--- src/rtl/mode_selector_sync.sv ---
// Synchronises, debounces and latches N_MODES one-hot mode switches; flags conflicts,
// honours a lock input and pulses mode_change for one cycle on every accepted change.
module mode_selector_sync #(
  parameter  int N_MODES         = 3,
  parameter  int DEBOUNCE_CYCLES = 4,
  localparam int IDX_W           = $clog2(N_MODES)
) (
  input  logic               clk,
  input  logic               rst,
  input  logic [N_MODES-1:0] switch_in,
  input  logic               lock,
  output logic [N_MODES-1:0] mode,
  output logic [IDX_W-1:0]   mode_idx,
  output logic               mode_valid,
  output logic               mode_change,
  output logic               conflict
);

  localparam int CNT_W = (DEBOUNCE_CYCLES > 1) ? $clog2(DEBOUNCE_CYCLES) : 1;
  localparam logic [CNT_W-1:0] CNT_MAX = CNT_W'(DEBOUNCE_CYCLES - 1);

  // 0 = no bits set, 1 = exactly one bit set, 2 = two or more bits set
  function automatic logic [1:0] pop_class(input logic [N_MODES-1:0] v);
    logic [1:0] c;
    c = 2'd0;
    for (int i = 0; i < N_MODES; i++) begin
      if (v[i]) c = (c == 2'd0) ? 2'd1 : 2'd2;
    end
    return c;
  endfunction

  function automatic logic [IDX_W-1:0] onehot_idx(input logic [N_MODES-1:0] v);
    logic [IDX_W-1:0] idx;
    idx = '0;
    for (int i = 0; i < N_MODES; i++) begin
      if (v[i]) idx = IDX_W'(i);
    end
    return idx;
  endfunction

  logic [N_MODES-1:0] sw_meta_q, sw_sync_q;
  logic [N_MODES-1:0] cand_q, cand_d;
  logic [CNT_W-1:0]   cnt_q, cnt_d;
  logic [N_MODES-1:0] stable_q, stable_d;
  logic [N_MODES-1:0] mode_q, mode_d;
  logic [IDX_W-1:0]   idx_q, idx_d;
  logic               valid_q, valid_d;
  logic               change_q, change_d;
  logic               conflict_q, conflict_d;
  logic [1:0]         pc;

  // Debounce: the whole vector must hold unchanged before it becomes the stable vector
  always_comb begin
    cand_d   = cand_q;
    cnt_d    = cnt_q;
    stable_d = stable_q;
    if (sw_sync_q != cand_q) begin
      cand_d = sw_sync_q;
      cnt_d  = '0;
    end else if (cnt_q < CNT_MAX) begin
      cnt_d = cnt_q + CNT_W'(1);
    end else begin
      stable_d = cand_q;
    end
  end

  // Decision: only a lone set bit that differs from the current mode is accepted
  always_comb begin
    pc         = pop_class(stable_q);
    mode_d     = mode_q;
    idx_d      = idx_q;
    valid_d    = valid_q;
    change_d   = 1'b0;
    conflict_d = (pc == 2'd2);
    if ((pc == 2'd1) && !lock && (stable_q != mode_q)) begin
      mode_d   = stable_q;
      idx_d    = onehot_idx(stable_q);
      valid_d  = 1'b1;
      change_d = 1'b1;
    end
  end

  always_ff @(posedge clk) begin
    if (rst) begin
      sw_meta_q  <= '0;
      sw_sync_q  <= '0;
      cand_q     <= '0;
      cnt_q      <= '0;
      stable_q   <= '0;
      mode_q     <= '0;
      idx_q      <= '0;
      valid_q    <= 1'b0;
      change_q   <= 1'b0;
      conflict_q <= 1'b0;
    end else begin
      sw_meta_q  <= switch_in;
      sw_sync_q  <= sw_meta_q;
      cand_q     <= cand_d;
      cnt_q      <= cnt_d;
      stable_q   <= stable_d;
      mode_q     <= mode_d;
      idx_q      <= idx_d;
      valid_q    <= valid_d;
      change_q   <= change_d;
      conflict_q <= conflict_d;
    end
  end

  assign mode        = mode_q;
  assign mode_idx    = idx_q;
  assign mode_valid  = valid_q;
  assign mode_change = change_q;
  assign conflict    = conflict_q;

endmodule
--- config.mk ---
export PLATFORM = sky130hd
export DESIGN_NAME = mode_selector_sync
export DESIGN_NICKNAME = d
export VERILOG_FILES = /design/src/rtl/mode_selector_sync.sv
export SDC_FILE = /design/constraint.sdc
export NUM_CORES = 1
export LEC_CHECK = 0
export ABC_AREA = 0
export BUFFER_PORTS_ARGS = -buffer_cell sky130_fd_sc_hd__buf_2
export CELL_PAD_IN_SITES_DETAIL_PLACEMENT = 0
export CELL_PAD_IN_SITES_GLOBAL_PLACEMENT = 1
export CORE_MARGIN = 2
export CORE_UTILIZATION = 40
export DETAILED_ROUTE_END_ITERATION = 10
export PLACE_DENSITY = 0.74
export SETUP_SLACK_MARGIN = 0.2
export SYNTH_ARGS = -nofsm -noshare
export SYNTH_HDL_FRONTEND = slang
export SYNTH_SLANG_ARGS = --single-unit
--- constraint.sdc ---
create_clock -name clk -period 1.65 [get_ports clk]
set_input_delay 0.0825 -clock clk [delete_from_list [all_inputs] [get_ports clk]]
set_output_delay 0.0825 -clock clk [all_outputs]
set_load 0.005 [all_outputs]
== Word level (Yosys, flattened, before mapping) ==
Index checks and enable logic that the tools add are counted.
Storage, ports and cells
  input bits: 6
  bits in registers: 22
  logic and storage cells: 33
Cells by class
  eq/ne operators: 4
  add/subtract/negate cells: 1
  mux-type cells: 8
  reduce and logical (&&, ||, !) cells: 7
  magnitude comparators: 1
  bitwise logic cells: 2
Operators with widths (count)
  2-to-1 mux 2 bit: 5
  inequality test 3 bit: 2
  zero test 2 bit: 2
  2-to-1 mux 1 bit: 3
  adder 2 x 1 -> 2 bit, second input constant: 1
  == test 2 x 1 -> 1 bit, second input constant: 1
  == test 2 bit, second input constant: 1
  logical AND 1 bit: 2
  less-than comparator 2 bit, second input constant: 1
  inverter 1 bit: 2
  AND reduction 2 bit: 1
  OR reduction 2 bit: 1
  zero test 1 bit: 1

== Logic depth before layout (Yosys ltp) ==
  depth in word-level cells: 11
  gate-level depth with buffers: 6
  gate-level depth less buffers: 6

== Worst setup path before layout ==
Ideal clock, no wire load.
  path kind: flip-flop to flip-flop
  start: reg stable_q[1]
  end: reg mode_q[0] (netlist: mode[0])
  cell stages (with the launch flop): 7
  slack: 114 ps
  clock period less this slack: 1536 ps
  arrival: 1408 ps
  path buffers: 0
  library setup time: 128 ps
  path through: dfxtp_1 > inv_1 > ha_1 > nor4b_2 > o21bai_4 > mux2i_1 > nor2_1
Between the ends
  cells in the longest elaborated chain, start to end: 7
  elaborated cells on any way between the ends: 8
RTL lines
  start, declared: RTL line 44  | logic [N_MODES-1:0] stable_q, stable_d;
  start signal, assigned: RTL line 100  | stable_q <= stable_d;
  2-to-1 mux 2 bit: RTL line 27  | if (v[i]) c = (c == 2'd0) ? 2'd1 : 2'd2;
  zero test 2 bit: RTL line 27
  2-to-1 mux 2 bit (2 in series): RTL line 27
  == test 2 x 1 -> 1 bit: RTL line 75  | if ((pc == 2'd1) && !lock && (stable_q != mode_q)) begin
  logical AND 1 bit: RTL line 75
  logical AND 1 bit *: RTL line 75
  end signal, assigned: RTL line 101  | mode_q <= mode_d;
  end, declared: RTL line 45  | logic [N_MODES-1:0] mode_q, mode_d;
Every way passes the cells marked *; elsewhere a longest branch is shown, timed or not.
A chain may end at the register's enable or synchronous reset.

== Final worst setup path ==
  start: reg stable_q[1]
  end: reg idx_q[0] (netlist: mode_idx[0])
Between the ends
  cells in the longest elaborated chain, start to end: 7
  elaborated cells on any way between the ends: 10
RTL lines
  2-to-1 mux 2 bit: RTL line 27
  zero test 2 bit: RTL line 27
  2-to-1 mux 2 bit (2 in series): RTL line 27
  == test 2 x 1 -> 1 bit: RTL line 75
  logical AND 1 bit (2 in series): RTL line 75
  end signal, assigned: RTL line 102  | idx_q <= idx_d;
  end, declared: RTL line 46  | logic [IDX_W-1:0] idx_q, idx_d;
Several ways; a longest one is shown, not always the timed one.

==> flow_metrics.tcl <==
set metrics [dict create \
    synth_compound_area_share_pct 5.57 \
    irDropWorstVdd_v 0.000447 \
    end_kind "register" \
    die_x_um 49.0 \
    dieArea_sq_um 2400 \
    grt_antenna_before_repair 0 \
    port_buffers 13 \
    vias 553 \
    status "complete, no violations" \
    yosysTopAreaCellShare_pct 52.0 \
    min_from "rst" \
    grt.overflow.total 0 \
    r2r_setup_slack_ps 200 \
    r2r_start "stable_q[1]$_SDFFE_PP0P_" \
    fin_crit_sh_pct 88.2 \
    hold_viol 0 \
    drt_first_pass_iters 3 \
    power_frac_comb_pct 5.9 \
    skew_ps 2.20 \
    grt_pass1_vias 509 \
    synth_area_sq_um 808 \
    p_sw_mw 0.172 \
    synthCells 75 \
    hold_path_depth 2 \
    drcViolationCount 0 \
    worstRegToRegCells 6 \
    hold_class "in2reg" \
    finalMaxSlewViolations 0 \
    synth_top_area_cell "dfxtp_1" \
    yosysWarnings 0 \
    grt_pass1_wl_mm 1.99 \
    cts_sinks 21 \
    synthXorXnorAreaFrac_pct 7.59 \
    post_synth_and_or_nand_nor_area_fraction_pct 18.7 \
    synth-seq-cells 21 \
    die_h_um 49.0 \
    synth-adder-area-share_pct 4.64 \
    antennaDiodeCount 0 \
    cpPeakStageDelay_ps 380 \
    dpl_worst_slack_ps 75.3 \
    swShare_pct 21.3 \
    avgSynthCellArea_sq_um 10.8 \
    leakagePower_nw 0.444 \
    cts-buffers-inserted 3 \
    drt_first_iter_violations 8 \
    gp_congestion 0.744 \
    maxCapViolCount 0 \
    core_sq_um 1940 \
    worst_pin_slew_ps 362 \
    final-setup-viol-count 0 \
    ys_seq_area_share_pct 52.0 \
    final_antenna_net_count 0 \
    path_delay_family "compound AO/OA/AOI/OAI gates" \
    vias_per_cell 4.42 \
    crit_type "reg2reg" \
    post-route-min-period_ps 1450 \
    p_int_mw 0.637 \
    insertion_delay_ps 290 \
    p_clk_share_pct 29.3 \
    utilization_pct 53.5 \
    finalSetupTns_ps 0 \
    cp_data_required_time_ps 1850 \
    muxShareOfSynthArea_pct 8.67 \
    grt_start_max_net_pins 22 \
    arrival_ps 1650 \
    cp-start-kind "register" \
    report.power.total_mw 0.809 \
    fmax_mhz 687 \
    totalWireLength_mm 1.18 \
    cp_max_fo 5 \
    rr_endpoint "mode_idx[0]$_SDFFE_PP0P_" \
    syn_nets 84 \
    dp_hpwl_um 805 \
    layout_setup_ws_ps 195 \
    synth_top_family_by_area "simple AND/OR/NAND/NOR gates" \
    min_to "mode[0]$_SDFFE_PP0P_" \
    relSlewSlack_pct 75.9 \
    drive_gt1_share_pct 33.7 \
    path_buf_inv 1 \
    start_util_pct 41.6 \
    crit_chain "inv_2, ha_4, nor4b_4, o21bai_4, a21boi_2, o21ba_4" \
    area_growth_pct 28.5 \
    seqPwrFrac_pct 64.8 \
    clk_pin_slew_worst_paths_ps 110 \
    wl_per_cell_um 9.47 \
    clock_path_buffers 2 \
    tritoncts "done" \
    rows 16 \
    h-tree-depth 1 \
    finalNetCount 108 \
    synth_cell_types 20 \
    cts-root-buf "clkbuf_4" \
    grt_usage_pct 10.6 \
    powerDensity_nw_per_um2 779 \
    rsz0062_at_grt "yes" \
    ios 14 \
    ys_top_cells_by_area "dfxtp_1, mux2i_1, nor2b_1" \
    critPathSlowestCell "dfxtp_4" \
    fill_cells 190 \
]
==> power groups by stage <==
stage	Combinational [mW]	Sequential, mW	Clock (mW)
3_5_place_dp	0.0426	0.539	0
2_1_floorplan	0.0308	0.538	0
4_1_cts	0.0482	0.525	0.249
6_report	0.0479	0.524	0.237
5_1_grt	0.0534	0.526	0.269
3_3_place_gp	0.0416	0.539	0
==> metrics by stage <==
step / instance area [sq um] / hold WS [ps] / instances
6_report: 1040 / 171 / 125
5_1_grt: 1040 / 175 / 125
4_1_cts: 1010 / 166 / 123
3_5_place_dp: 916 / 295 / 112
3_3_place_gp: 916 / 297 / 112
2_1_floorplan: 832 / 154 / 75
==> metal layers <==
metal | vias up | part of all wire, % | track usage (%) | wire (um)
met2 | 10 | 44 | 17.8 | 520
met1 | 252 | 51 | 12.6 | 606
met3 | 2 | 4.1 | 3.07 | 49
met5 | - | 0 | 0 | 0
li1 | 289 | - | - | -
met4 | 0 | 0.68 | 4.29 | 8
==> cell usage in the layout (no fill, tap or decap), drive strengths merged, types with 2 or more instances in the layout <==
cell type	Yosys	layout
buf	1	19
clkbuf	2	4
dfxtp	21	21
dlygate4sd3	0	3
ha	3	3
inv	2	2
mux2i	7	7
nand2	2	2
nand3	2	2
nor2	9	9
nor2b	9	9
nor3	3	3
xnor2	6	6
==> state kept, by name, indices dropped and copies added, names as in the netlist <==
| name | cells |
|---|---|
| mode_valid | 1 |
| conflict | 1 |
| sw_sync_q | 3 |
| mode_change | 1 |
| mode_idx | 1 |
| cand_q | 3 |
| mode | 3 |
| sw_meta_q | 3 |
| stable_q | 3 |
| cnt_q | 2 |
==> synthesized netlist by cell type <==
master    count
clkbuf_1      2
xor2_1        1
and3_2        1
xnor2_1       6
ha_1          3
a21boi_2      1
nand2_1       2
nor2b_1       9
nor4b_2       1
nand4_1       1
nor2_1        9
buf_4         1
inv_1         2
mux2i_1       7
dfxtp_1      21
a21oi_1       1
o21bai_4      1
nor3_1        3
o21ba_2       1
nand3_1       2
==> cell families (layout without fill, tap and decap cells) <==
group / Yosys count / count (layout)
AO/OA/AOI/OAI: 4 / 4
XOR/XNOR: 7 / 7
adder cells (fa/ha/maj): 3 / 3
buffers and inverters: 5 / 28
flip-flops: 21 / 21
multiplexers: 7 / 7
AND/OR/NAND/NOR: 28 / 28
==> area by class of cell <==
cell class	count	area (sq um)	share of cell area, %
tap	27	33.8	3.25
clock buffer	4	26.3	2.53
inverter	2	7.51	0.723
multi-input combinational	49	399	38.4
sequential	21	428	41.2
timing repair buffer	22	144	13.9
==> how the worst max path moves through the flow <==
stage,from,endpoint,slack (ps),cells past startpoint
final,stable_q[1]$_SDFFE_PP0P_,mode_idx[0]$_SDFFE_PP0P_,200,6
after global routing,stable_q[1]$_SDFFE_PP0P_,mode[1]$_SDFFE_PP0P_,120,6
after CTS,stable_q[0]$_SDFFE_PP0P_,mode[1]$_SDFFE_PP0P_,200,6
after detailed placement,stable_q[1]$_SDFFE_PP0P_,mode[1]$_SDFFE_PP0P_,80,6
after global placement,stable_q[1]$_SDFFE_PP0P_,mode[1]$_SDFFE_PP0P_,110,6
after floorplan,stable_q[1]$_SDFFE_PP0P_,mode[0]$_SDFFE_PP0P_,210,6
==> repair_timing <==
item | CTS | global route
setup endpoints to repair | 5 | 6
resized for setup | 3 | 5
hold endpoints to repair | 3 | 0
setup buffers | 4 | 2
pin swaps | 0 | 2
hold buffers | 3 | 0
No activity file was read; power rests on OpenSTA's default activity.
